File: src/rtl/fetch_unit_pkg.sv
// fetch_unit_pkg: shared widths and ring-entry type for the fetch unit.
package fetch_unit_pkg;
  localparam int NUM_TRD = 8;
  localparam int TRD_W = 3;
  localparam int XLEN = 32;
  typedef struct packed {
    logic [TRD_W-1:0] trd;
    logic [XLEN-1:0]  pc;
    logic [XLEN-1:0]  instr;
    logic             filled;
    logic             killed;
  } fetch_entry_t;
endpackage

File: src/rtl/fetch_unit.sv
// fetch_unit: issues imem requests for the selected thread and returns instructions in order via a tagged ring.
module fetch_unit
  import fetch_unit_pkg::*;
#(
  parameter int DEPTH = 4
) (
  input  logic               clk,
  input  logic               rst,
  input  logic [TRD_W-1:0]   cur_trd,
  input  logic [XLEN-1:0]    cur_pc,
  input  logic               fetch_en,
  input  logic               flush,
  input  logic [TRD_W-1:0]   flush_trd,
  output logic               imem_req_valid,
  input  logic               imem_req_ready,
  output logic [XLEN-1:0]    imem_addr,
  input  logic               imem_rsp_valid,
  input  logic [XLEN-1:0]    imem_rsp_data,
  output logic [NUM_TRD-1:0] pc_wr,
  output logic [XLEN-1:0]    nxt_pc,
  output logic               if_valid,
  input  logic               if_ready,
  output logic [TRD_W-1:0]   if_trd,
  output logic [XLEN-1:0]    if_pc,
  output logic [XLEN-1:0]    if_instr,
  output logic               rsp_err
);
  localparam int PW = $clog2(DEPTH);
  localparam int CW = PW + 1;
  fetch_entry_t ring_q [DEPTH];
  fetch_entry_t ring_d [DEPTH];
  fetch_entry_t head;
  logic [PW-1:0] head_q, head_d, alloc_q, alloc_d, fill_q, fill_d, off;
  logic [CW-1:0] count_q, count_d, out_q, out_d;
  logic [DEPTH-1:0] live;
  logic err_q, err_d, acc, rsp_ok, pop;
  assign head = ring_q[head_q];
  assign imem_req_valid = fetch_en & (count_q < CW'(DEPTH)) & ~(flush & (flush_trd == cur_trd));
  assign acc = imem_req_valid & imem_req_ready;
  assign imem_addr = cur_pc;
  assign pc_wr = acc ? NUM_TRD'(1) << cur_trd : '0;
  assign nxt_pc = cur_pc + XLEN'(4);
  // out_q counts requests still awaiting a response, so a stray response is detectable.
  assign rsp_ok = imem_rsp_valid & (out_q != '0);
  assign if_valid = head.filled & ~head.killed & ~(flush & (flush_trd == head.trd));
  assign pop = head.filled & (head.killed | (if_valid & if_ready));
  assign if_trd = head.trd;
  assign if_pc = head.pc;
  assign if_instr = head.instr;
  assign rsp_err = err_q;
  assign head_d = head_q + PW'(pop);
  assign alloc_d = alloc_q + PW'(acc);
  assign fill_d = fill_q + PW'(rsp_ok);
  assign count_d = count_q + CW'(acc) - CW'(pop);
  assign out_d = out_q + CW'(acc) - CW'(rsp_ok);
  assign err_d = err_q | (imem_rsp_valid & (out_q == '0));
  always_comb begin
    off = '0;
    live = '0;
    for (int i = 0; i < DEPTH; i++) begin
      off = PW'(i) - head_q;
      live[i] = {1'b0, off} < count_q;
    end
  end
  always_comb begin
    ring_d = ring_q;
    for (int i = 0; i < DEPTH; i++)
      if (flush && live[i] && ring_q[i].trd == flush_trd) ring_d[i].killed = 1'b1;
    if (rsp_ok) begin
      ring_d[fill_q].instr = imem_rsp_data;
      ring_d[fill_q].filled = 1'b1;
    end
    if (pop) begin
      ring_d[head_q].filled = 1'b0;
      ring_d[head_q].killed = 1'b0;
    end
    if (acc) ring_d[alloc_q] = '{trd: cur_trd, pc: cur_pc, instr: '0, filled: 1'b0, killed: 1'b0};
  end
  always_ff @(posedge clk) begin
    if (rst) begin
      for (int i = 0; i < DEPTH; i++) ring_q[i] <= '0;
      head_q <= '0;
      alloc_q <= '0;
      fill_q <= '0;
      count_q <= '0;
      out_q <= '0;
      err_q <= 1'b0;
    end else begin
      ring_q <= ring_d;
      head_q <= head_d;
      alloc_q <= alloc_d;
      fill_q <= fill_d;
      count_q <= count_d;
      out_q <= out_d;
      err_q <= err_d;
    end
  end
endmodule

File: config.mk
export PLATFORM = sky130hd
export DESIGN_NAME = fetch_unit
export DESIGN_NICKNAME = d
export VERILOG_FILES = /design/src/rtl/fetch_unit_pkg.sv /design/src/rtl/fetch_unit.sv
export SDC_FILE = /design/constraint.sdc
export NUM_CORES = 1
export LEC_CHECK = 0
export BUFFER_PORTS_ARGS = -buffer_cell sky130_fd_sc_hd__buf_4
export CORE_ASPECT_RATIO = 1.75
export CORE_MARGIN = 3
export CORE_UTILIZATION = 50
export DETAILED_ROUTE_END_ITERATION = 7
export PLACE_DENSITY = 0.8
export REMOVE_ABC_BUFFERS = 1
export SLEW_MARGIN = 10
export SYNTH_ARGS = -nofsm -noshare
export SYNTH_HDL_FRONTEND = slang
export SYNTH_SLANG_ARGS = --single-unit
File: constraint.sdc
create_clock -name clk -period 3.2 [get_ports clk]
set_input_delay 0.32 -clock clk [delete_from_list [all_inputs] [get_ports clk]]
set_output_delay 0.32 -clock clk [all_outputs]
set_load 0.05 [all_outputs]
* After elaboration in Yosys (flattened, before gate mapping)
Index checks and enable logic that the tools add are counted.
W data, S select, Z words.
** Storage, ports and cells
- Memories :: 0
- Word-level logic and storage cells :: 114
- Latch bits :: 0
- Bits in writable memories :: 0
- ROM bits :: 0
- Bits in registers :: 289
** Operators by class
- $mul :: 0
- Shift operators :: 1
- Eq/ne operators :: 6
- Divide/modulo/power cells :: 0
- Reductions and logical operators :: 13
- Muxes and demuxes :: 26
- Bitwise operators :: 19
- Magnitude comparators :: 11
- Add/subtract/negate cells :: 12
** Operator list (number)
- $bwmux W276 :: 5
- $mux W276 :: 3
- $demux W69 S2 :: 5
- $mux W69 :: 3
- $bmux W69 S2 :: 1
- $mux W34 :: 1
- $add A32 B3 Y32 const B :: 1
- $eq A3 B3 Y1 :: 6
- $lt A2 B3 Y1 :: 4
- $and A1 B1 Y1 :: 11
- $logic_and A1 B1 Y1 :: 11
- $ge A3 B3 Y1 const B :: 3
- $lt A3 B1 Y1 const B :: 3
- $not A2 Y3 :: 3
- $mux W8 :: 1
- $shl A1 B3 Y8 const A :: 1
- $add A2 B1 Y2 :: 3
- $add A3 B1 Y3 :: 2
- $sub A3 B1 Y3 :: 2
- $mux W1 :: 5
- $mux W2 :: 2
- $sub A1 B2 Y2 const A :: 2
- $sub A2 B2 Y2 const A :: 2
- $logic_not A3 Y1 :: 1
- other kinds (4) :: 7

* Logic depth before layout (Yosys ltp)
- Depth in word-level cells :: 14
- Mapped depth :: 14

* Worst setup path after synthesis
No wires, ideal clock.
- Path kind :: register -> register
- From :: register head_q[0]
- To :: register count_q[2]
- Required time :: 3072 ps
- Library setup time :: 128 ps
- Arrival time :: 2968 ps
- Path slack :: 104 ps
- Period minus slack after synthesis :: 3096 ps
- Stages on the path, launching flop included :: 14
- Path buffers :: 0
- Path through :: dfxtp_1 mux4_2 xnor2_1 nand2_1 a31oi_1 o21ai_0 ha_1 inv_1 ha_1 inv_1 fa_1 xor2_1 xnor2_1 nor2_1
** Between the ends
- Cells in the longest elaborated chain, start to end :: 12
** RTL lines
- from (decl) :: RTL line fetch_unit.sv:33 : logic [PW-1:0] head_q, head_d, alloc_q, alloc_d, fill_q, fill_d, off;
- from (signal assigned) :: RTL line fetch_unit.sv:82 : head_q <= '0;
- from (signal assigned) :: RTL line fetch_unit.sv:90 : head_q <= head_d;
- $not A2 Y3 (implied by the code) :: RTL line fetch_unit.sv:37 : assign head = ring_q[head_q];
- $bmux W69 S2 :: RTL line fetch_unit.sv:37
- $mux W69 (implied by the code) (2 in series) :: RTL line fetch_unit.sv:37
- named net if_trd[2] :: RTL line fetch_unit.sv:23 : output logic [TRD_W-1:0] if_trd,
- $eq A3 B3 Y1 :: RTL line fetch_unit.sv:45 : assign if_valid = head.filled & ~head.killed & ~(flush & (flush_trd == head.trd));
- $and A1 B1 Y1 :: RTL line fetch_unit.sv:45
- $not A1 Y1 :: RTL line fetch_unit.sv:45
- $and A1 B1 Y1 :: RTL line fetch_unit.sv:45
- $and A1 B1 Y1 :: RTL line fetch_unit.sv:46 : assign pop = head.filled & (head.killed | (if_valid & if_ready));
- $or A1 B1 Y1 :: RTL line fetch_unit.sv:46
- $and A1 B1 Y1 :: RTL line fetch_unit.sv:46
- $sub A3 B1 Y3 :: RTL line fetch_unit.sv:54 : assign count_d = count_q + CW'(acc) - CW'(pop);
- to (signal assigned) :: RTL line fetch_unit.sv:93 : count_q <= count_d;
- to (decl) :: RTL line fetch_unit.sv:34 : logic [CW-1:0] count_q, count_d, out_q, out_d;
The timed path passes the listed nets, and every way through them passes these cells. The select of a mux whose other input is x is not followed.
A chain may end at the register's enable or synchronous reset.

* Worst setup path in the final report
- From :: register head_q[0]
- To :: register count_q[2]
** Between the ends
- Cells in the longest elaborated chain, start to end :: 12
** RTL lines (RTL line)
- $not A2 Y3 (implied by the code) (*) :: fetch_unit.sv:37
- $bmux W69 S2 (*) :: fetch_unit.sv:37
- $mux W69 (implied by the code) (*) (2 in series) :: fetch_unit.sv:37
- $eq A3 B3 Y1 :: fetch_unit.sv:45
- $and A1 B1 Y1 :: fetch_unit.sv:45
- $not A1 Y1 :: fetch_unit.sv:45
- $and A1 B1 Y1 :: fetch_unit.sv:45
- $and A1 B1 Y1 :: fetch_unit.sv:46
- $or A1 B1 Y1 :: fetch_unit.sv:46
- $and A1 B1 Y1 (*) :: fetch_unit.sv:46
- $sub A3 B1 Y3 (*) :: fetch_unit.sv:54
Mark *: on every way between the ends. The rest lies on a longest branch, timed or not. The select of a mux whose other input is x is not followed.

==> flow_summary_export.csv <==
group,metric,value,unit
status,status,"finished clean",
clocking,clockBufferDepth,3,
setup_path,cp.required,3.59,ns
setup_path,crit_path_start,"head_q[0]$_SDFF_PP0_",
routing,drc,0,
setup_path,rr_endpoint,"count_q[2]$_SDFF_PP0_",
synthesis,syn-cell-area,13300,um2
clocking,cts_resized,0,
pwr,powerDensity,615,nW/um2
synthesis,synth_top_area_share,0.435,
synthesis,yosysTopAreaCell,"dfxtp_1",
sta,fin_crit,2.97,ns
routing,vias,11500,
layout,n_antenna_cell,0,
floorplanning,io_pins,219,
sta,fmax,336,MHz
routing,vias_per_cell,5.68,
sta,rsz0062_at_grt,"no",
clocking,htreeDepth,1,
synthesis,syn_avg_cell_area,8.49,um2
clocking,cts_sinks,289,
global_route,grt_max_degree,148,
routing,wl,36.1,mm
clocking,clockRootBuffer,"clkbuf_16",
setup_path,cp-start-kind,"flop",
clocking,hold_buffers,0,
setup_path,worstPathMaxFanout,4,
clocking,clkTransAtPathRegs,0.06,ns
setup_path,cp_slowest_stage_delay,0.55,ns
routing,drtIter0Drc,740,
synthesis,ys_top_cells_by_count,"566 x nand2_1, 289 x dfxtp_1, 274 x a21oi_1",
sta,drv_slew,0,
pwr,power_leakage,5.75,nW
synthesis,ys_types,47,
synthesis,async_flop_share,0,
pwr,p_total,9.62,mW
synthesis,synthFlopType,"dfxtp_1",
layout,final_nets,1780,
sta,setup_violations,0,
layout,layout-area-overhead-vs-synth,17.5,%
clocking,postCtsSetupRepairBufs,0,
floorplanning,die_h,222,um
setup_path,worstPathCellList,"mux4_2, xnor2_2, nand2_1, a31oi_1, o21ai_1, ha_1, inv_1, ha_1, inv_1, fa_1, xor2_1, xnor2_1, nor2_1",
global_route,grt_antenna_before_repair,0,
global_route,grt_first_pass_wirelength,57.5,mm
floorplanning,core_area,26100,um2
floorplanning,start_util,0.511,
setup_path,reg2reg_from,"head_q[0]$_SDFF_PP0_",
run,cap_viol_max_count,0,
routing,drt_pre_antenna_iters,7,
floorplanning,die-area,28700,um2
placement,io_buffer_count,218,
synthesis,synth_most_common_cell,"nand2_1",
pwr,irDropWorstVdd,558,uV
global_route,overflow,0,
clocking,cts_tree,"yes",
worst_hold_path,hold_class,"in2reg",
clocking,cts_made_buffers,27,
synthesis,synthTopCellsByArea,"dfxtp_1 43%, nand2_1 16%, mux4_2 12%",
setup_path,cp-end-kind,"flop",
floorplanning,dieWidth,129,um
synthesis,synth_cells,1567,
layout,drive_gt1_frac,0.223,
layout,fill_cells,2275,
setup_path,slowest_stage,"mux4_2",
setup_path,crit_type,"reg2reg",
placement,gp_congestion,0.851,
placement,dpl.hpwl,23.1,mm
sta,skew,0.00998,ns
setup_path,r2r_cells,13,
synthesis,synth-edff-count,0,
setup_path,crit_path_end,"count_q[2]$_SDFF_PP0_",
sta,finalCritPeriodShare,0.929,
routing,wl_per_cell,17.8,um
synthesis,ys_warn_count,0,
sta,tightest_slew,0.757,ns
setup_path,reg2reg_slack,0.23,ns
routing,ant_nets,0,
floorplanning,num_rows,78,
setup_path,critPathArrivalTime,3.36,ns
clocking,clk_latency,0.53,ns
global_route,track_usage,0.245,
global_route,grt_pass1_vias,11700,
layout,post-route-util,0.600,
synthesis,ys_seq_area_frac,0.435,
sta,relSlewSlack,0.495,
sta,hold_violations,0,
synthesis,synth_seq_cells,289,
worst max-delay path, delay by kind of cell (launching register included):
| family | cells | cell delay [ns] |
|---|---|---|
| adders and majority gates | 3 | 0.80 |
| DFF | 1 | 0.38 |
| muxes | 1 | 0.55 |
| buffers and inverters | 2 | 0.10 |
| AOI/OAI and AO/OA | 2 | 0.35 |
| and+or+nand+nor | 2 | 0.13 |
| xor gates and xnor gates | 3 | 0.51 |
how the worst min path moves through the flow:
| stage | to | slack [ns] | startpoint | cells after the start |
|---|---|---|---|---|
| 3_5_place_dp | ring_q[117]$_SDFFE_PP0P_ | 0.44 | ring_q[117]$_SDFFE_PP0P_ | 2 |
| 2_1_floorplan | count_q[1]$_SDFF_PP0_ | 0.39 | rst | 1 |
| 5_1_grt | ring_q[15]$_SDFF_PP0_ | 0.03 | imem_rsp_data[13] | 3 |
| 6_report | rsp_err$_SDFF_PP0_ | 0.04 | imem_rsp_valid | 3 |
| 3_3_place_gp | ring_q[109]$_SDFFE_PP0P_ | 0.44 | ring_q[109]$_SDFFE_PP0P_ | 2 |
| 4_1_cts | rsp_err$_SDFF_PP0_ | 0.02 | imem_rsp_valid | 3 |
layer usage:
metal,share of wire,GRT usage
met5,0,0
met4,0.034,0.107
met3,0.069,0.0407
met2,0.53,0.459
met1,0.36,0.263
per-stage QoR:
stage | std cells | TNS [ns] | hold WS, ns | worst slack, ns | area (um2)
after floorplan | 1404 | -73.62 | 0.387 | -2.39 | 12400
after global placement | 1976 | 0 | 0.438 | 0.258 | 14800
after detailed placement | 1976 | 0 | 0.443 | 0.177 | 14800
after CTS | 2024 | 0 | 0.0230 | 0.132 | 15600
after global routing | 2024 | 0 | 0.0320 | 0.00389 | 15600
final | 2024 | 0 | 0.0407 | 0.226 | 15600
cells by family after synthesis:
group | after synthesis | synth area share
mux | 72 | 0.118
flops | 289 | 0.435
compound gates | 284 | 0.110
simple gates | 675 | 0.214
buf+inv | 177 | 0.0714
xor+xnor | 52 | 0.0342
fa+ha+maj | 18 | 0.0181
state kept, by name, indices dropped and copies added (netlist names):
register and count:
alloc_q 2, head_q 2, out_q 3, rsp_err 1, ring_q 276, count_q 3, fill_q 2
layout make-up:
| cell class | instances | area [um2] | share of cell area |
|---|---|---|---|
| multi-input combinational | 1101 | 6610 | 0.423 |
| timing repair buffer | 252 | 1920 | 0.123 |
| clock inverter | 9 | 97.6 | 0.00624 |
| sequential | 289 | 5790 | 0.371 |
| tap | 320 | 400 | 0.0256 |
| inverter | 14 | 55.1 | 0.00352 |
| clock buffer | 39 | 761 | 0.0487 |
layout by cell type (no fill, tap or decap), drive strengths merged, types with 3 or more instances in the layout:
cell,Yosys,final
nor2b,7,7
nand2,566,566
and4bb,3,3
and3,6,6
nor4b,3,3
nor4,8,8
nor3b,6,6
xnor2,32,32
clkinv,0,6
dfxtp,289,289
and2,3,3
nand2b,10,10
ha,16,16
nand4,9,9
o21ai,3,3
mux2i,4,4
nor3,5,5
clkbuf,77,39
xor2,20,20
buf,86,252
nor2,29,29
nand3,8,8
inv,14,14
mux4,68,68
a21oi,274,274
where the power goes:
group / internal, mW / total, mW / leakage (nW) / switching (mW)
sequential: 3.83 / 3.98 / 2.34 / 0.154
clock: 1.81 / 3.14 / 0.423 / 1.34
combinational: 0.851 / 2.49 / 2.99 / 1.64
Note: power is estimated with default switching activity, not from simulation.
